### config.mk
export PLATFORM = sky130hd
export DESIGN_NAME = elevator_ctrl
export DESIGN_NICKNAME = d
export VERILOG_FILES = /design/src/rtl/elevator_ctrl.sv
export SDC_FILE = /design/constraint.sdc
export NUM_CORES = 1
export LEC_CHECK = 0
export ABC_AREA = 1
export CAP_MARGIN = 10
export CORE_UTILIZATION = 60
export CTS_CLUSTER_SIZE = 10
export DETAILED_ROUTE_END_ITERATION = 8
export DONT_BUFFER_PORTS = 1
export GPL_TIMING_DRIVEN = 1
export PLACE_DENSITY = 0.85
export SYNTH_ARGS = -nofsm -noshare
export SYNTH_HDL_FRONTEND = slang
export SYNTH_SLANG_ARGS = --single-unit
### constraint.sdc
create_clock -name clk -period 2.6 [get_ports clk]
set_input_delay 0.52 -clock clk [delete_from_list [all_inputs] [get_ports clk]]
set_output_delay 0.52 -clock clk [all_outputs]
set_load 0.02 [all_outputs]
### src/rtl/elevator_ctrl.sv
// rtl/elevator_ctrl.sv - single-car elevator controller: request latch plus IDLE/MOVE/DOOR sequencer
// Decisions use pending|call so a call seen this cycle is acted on at the coming edge.
module elevator_ctrl #(
  parameter int NFLOORS    = 8,
  parameter int MOVE_TICKS = 4,
  parameter int DOOR_TICKS = 3
) (
  input  logic               clk,
  input  logic               rst,
  input  logic               tick,
  input  logic [NFLOORS-1:0] call,
  output logic [2:0]         floor,
  output logic               stop,
  output logic               head,
  output logic               door_open,
  output logic [NFLOORS-1:0] pending
);

  typedef enum logic [1:0] {IDLE, MOVE, DOOR} state_t;

  state_t             state, state_n;
  logic [2:0]         floor_n;
  logic               head_n;
  logic [7:0]         mcnt, mcnt_n, dcnt, dcnt_n;
  logic [NFLOORS-1:0] req, pending_n;
  logic               above, below;

  function automatic logic hit(input logic [NFLOORS-1:0] r, input logic [2:0] f);
    hit = 1'b0;
    for (int i = 0; i < NFLOORS; i++)
      if (r[i] && i == int'(f)) hit = 1'b1;
  endfunction

  // Any request strictly beyond floor f in the given direction.
  function automatic logic beyond(input logic [NFLOORS-1:0] r, input logic [2:0] f,
                                  input logic up);
    beyond = 1'b0;
    for (int i = 0; i < NFLOORS; i++)
      if (r[i] && (up ? (i > int'(f)) : (i < int'(f)))) beyond = 1'b1;
  endfunction

  always_comb begin
    state_n = state;
    floor_n = floor;
    head_n  = head;
    mcnt_n  = mcnt;
    dcnt_n  = dcnt;
    req     = pending | call;
    above   = beyond(req, floor, 1'b1);
    below   = beyond(req, floor, 1'b0);

    case (state)
      IDLE: begin
        if (hit(req, floor)) begin
          state_n = DOOR;
          dcnt_n  = 8'd0;
        end else if (above && (head || !below)) begin
          head_n  = 1'b1;
          state_n = MOVE;
          mcnt_n  = 8'd0;
        end else if (below) begin
          head_n  = 1'b0;
          state_n = MOVE;
          mcnt_n  = 8'd0;
        end
      end
      MOVE: begin
        if (tick) begin
          if (mcnt == 8'(MOVE_TICKS - 1)) begin
            mcnt_n = 8'd0;
            if (head)
              floor_n = (floor == 3'(NFLOORS - 1)) ? floor : floor + 3'd1;
            else
              floor_n = (floor == 3'd0) ? floor : floor - 3'd1;
            if (hit(req, floor_n)) begin
              state_n = DOOR;
              dcnt_n  = 8'd0;
            end else if (!beyond(req, floor_n, head)) begin
              state_n = IDLE;
            end
          end else begin
            mcnt_n = mcnt + 8'd1;
          end
        end
      end
      DOOR: begin
        if (tick) begin
          if (dcnt == 8'(DOOR_TICKS - 1)) begin
            dcnt_n  = 8'd0;
            state_n = IDLE;
          end else begin
            dcnt_n = dcnt + 8'd1;
          end
        end
      end
      default: state_n = IDLE;
    endcase

    // The open floor absorbs calls on the entry edge and on every edge while open.
    pending_n = req;
    if (state == DOOR || state_n == DOOR)
      for (int i = 0; i < NFLOORS; i++)
        if (i == int'(floor_n)) pending_n[i] = 1'b0;
  end

  always_ff @(posedge clk or posedge rst) begin
    if (rst) begin
      state   <= IDLE;
      floor   <= 3'd0;
      head    <= 1'b1;
      mcnt    <= 8'd0;
      dcnt    <= 8'd0;
      pending <= '0;
    end else begin
      state   <= state_n;
      floor   <= floor_n;
      head    <= head_n;
      mcnt    <= mcnt_n;
      dcnt    <= dcnt_n;
      pending <= pending_n;
    end
  end

  assign stop      = (state != MOVE);
  assign door_open = (state == DOOR);

endmodule

==> reports/results.tsv <==
stage	metric	value	unit
clock_tree	clock-root-buffer	clkbuf_8	
critical_path	crit_type	reg -> reg	
sta	finClkSkew	0.00853	ns
route	via_per_inst	5.91	
placement	gp_congestion	1.03	
floorplan	die_w	66.4	um
sta	max_slew_margin	0.621	
final_layout	syn_to_final_growth	10.2	%
critical_path	crit_required	2.81	ns
global_routing	grt_overflow	0	
critical_path	r2r-start	floor[1]$_DFF_PP0_	
placement	place.port_buffers	0	
final_layout	fin_nets	400	
final_layout	final_common_cell	nand2_1	
synth	synth_seq_cells	30	
clock_tree	cts_made_buffers	5	
synth	synth_cell_types	35	
floorplan	initial_utilization	0.622	
placement	place_area	2580	um^2
critical_path	path_common_cell	nand2_1	
synth	netlist_instances	364	
sta	hold_viol	0	
synth	yosysWarnings	0	
critical_path	reg2reg_slack	0.08	ns
min_path	hold_path_class	in -> async	
placement	place_inst	420	
final_layout	mostFrequentLayoutCells	nand2_1, inv_1, nor2_1	
sta	fmax	397	MHz
clock_tree	htree_num_levels	2	
floorplan	design.core.area	4000	um^2
route	wl_per_cell	14.6	um
synth	synth_area	2490	um^2
final_layout	antennaDiodeCount	0	
job	maxCapViolations	0	
critical_path	reg2regPathDepth	17	
sta	fin_ws	0.0787	ns
clock_tree	clk_latency	0.28	ns
route	drt_wl_total	6.31	mm
final_layout	design_area	2740	um^2
global_routing	grt_pass1_vias	2224	
critical_path	crit_arrival	2.73	ns
critical_path	cp_slowest_cell	dfrtp_1	
synth	synth.avg_cell_area	6.84	um^2
power_and_ir_drop	powerDensity	925	nW/um^2
route	drtAntennaViolNets	0	
placement	place_ws	0.166	ns
sta	finalSetupViolCount	0	
floorplan	io_pins	25	
route	dr.pass1.iters	6	
power_and_ir_drop	irDropWorstVdd	0.681	mV
sta	finalCritPeriodShare	0.970	
floorplan	die_y	66.4	um
route	first_iter_violations	224	
critical_path	critPathBufInv	3	
global_routing	grt_pass1_wl	10.2	mm
final_layout	final_layout_size_suffix_gt1_frac	0.168	
final_layout	fill_cells	332	
critical_path	cp_slowest_stage_delay	0.39	ns
sta	rsz0062_at_grt	true	
critical_path	cp_max_fo	8	
floorplan	rows	23	
global_routing	antenna_found_initial	0	
clock_tree	clk_path_buf_depth	2	
synth	yosysSeqAreaShare	0.302	
critical_path	path_delay_family	simple AND/OR/NAND/NOR gates	
final_layout	multiInputGateArea	1500	um^2
final_layout	seqCellArea	752	um^2
critical_path	r2r_end	pending[0]$_DFF_PP0_	
critical_path	critPathCaptureType	register	
route	drc	0	
clock_tree	clock-sinks	30	
synth	syn_nets	384	
floorplan	dieArea	4410	um^2
clock_tree	cts_tree	yes	
power_and_ir_drop	leakage	1.34	nW
critical_path	path_cells	buf_4, ha_2, nand2_1, nand2_2, nand2_1, nand2_2, nand2_2, inv_4, nand3_1, nand2_1, nor2_2, a21oi_2, nand4_4, buf_12, nand3_4, nand2_1, nand2_1	
sta	tns	0	ns
placement	dpl.hpwl	4.54	mm
global_routing	grt_start_max_net_pins	17	
sta	slew_violations	0	
sta	min_period	2.52	ns
final_layout	fin_cells	431	
clock_tree	clk_pin_slew	0.07	ns
critical_path	crit_path_start_kind	register	
global_routing	grtUsageTotal	0.308	
route	dr_total_vias	2548	
sta	worst_pin_slew	0.568	ns
status	status	completed	
through the flow:
step           utilization  hold WS (ns)  power, W
3_5_place_dp         0.646         0.495   0.00208
3_3_place_gp         0.646         0.487   0.00204
2_1_floorplan            -         0.493   0.00181
6_report             0.686         0.171   0.00254
4_1_cts              0.669         0.193   0.00248
5_1_grt              0.686         0.203   0.00273
power breakdown:
part	total [W]	switching, W	leakage, nW	internal [W]
combinational	0.00137	0.000939	0.913	0.000427
clock	0.000398	0.000184	0.0482	0.000214
sequential	0.000773	0.000187	0.375	0.000586
total	0.00254	0.00131	1.34	0.00123
cell type report:
class                   count  area share
clock buffers               7      0.0315
clock inverters             1     0.00182
inverters                  53      0.0734
multi-input cells         274       0.547
flip-flops and latches     30       0.274
well taps                  50      0.0228
repair buffers             16      0.0488
per-layer routing:
layer	wire length, um	GRT usage
met1	2630	0.409
met2	3010	0.483
met3	557	0.0897
met4	114	0.0931
met5	0	0
synthesized netlist by cell type (all sizes together):
| library cell | n | area (um^2) |
|---|---|---|
| nand4 | 13 | 96.3 |
| o211ai | 3 | 22.5 |
| o21ai | 26 | 138 |
| and3 | 2 | 12.5 |
| a211oi | 1 | 7.51 |
| nor3 | 3 | 15.0 |
| nor2 | 51 | 226 |
| nor4 | 3 | 18.8 |
| nand3b | 2 | 15.0 |
| nand3 | 24 | 133 |
| ha | 9 | 113 |
| dfrtp | 29 | 726 |
| a21oi | 14 | 81.3 |
| o31ai | 9 | 72.6 |
| or2 | 1 | 6.26 |
| clkbuf | 1 | 3.75 |
| buf | 6 | 61.3 |
| dfstp | 1 | 26.3 |
| inv | 53 | 199 |
| xor2 | 4 | 35.0 |
| o221ai | 2 | 17.5 |
| nand2 | 103 | 429 |
| xnor2 | 4 | 35.0 |
how the worst max path moves through the flow:
stage	from	end	slack (ns)	depth (start not counted)
floorplan	floor[0]$_DFF_PP0_	dcnt[4]$_DFFE_PP0P_	0.25	18
global placement	floor[0]$_DFF_PP0_	pending[5]$_DFF_PP0_	0.24	15
detailed placement	floor[1]$_DFF_PP0_	pending[1]$_DFF_PP0_	0.17	16
CTS	floor[0]$_DFF_PP0_	pending[1]$_DFF_PP0_	0.13	15
global route	floor[1]$_DFF_PP0_	pending[0]$_DFF_PP0_	-0.04	17
finish	floor[1]$_DFF_PP0_	pending[0]$_DFF_PP0_	0.08	17
timing repair:
item                       CTS  global route
hold buffers                 0             0
gates resized for setup      0            12
setup endpoints to repair    0            19
setup buffers                0             3
state kept, by name, indices dropped and copies added, names as in the netlist:
name	flops
mcnt	8
head	1
dcnt	8
state	2
floor	3
pending	8
kinds of logic (layout without fill, tap and decap cells):
logic type | count (synthesis) | count (layout) | synth area share
buffers and inverters | 60 | 77 | 0.106
and+or+nand+nor | 202 | 202 | 0.382
xor gates and xnor gates | 8 | 8 | 0.0281
DFF | 30 | 30 | 0.302
adders and majority gates | 9 | 9 | 0.0452
AOI/OAI and AO/OA | 55 | 55 | 0.136
(Power assumes the default switching activity.)
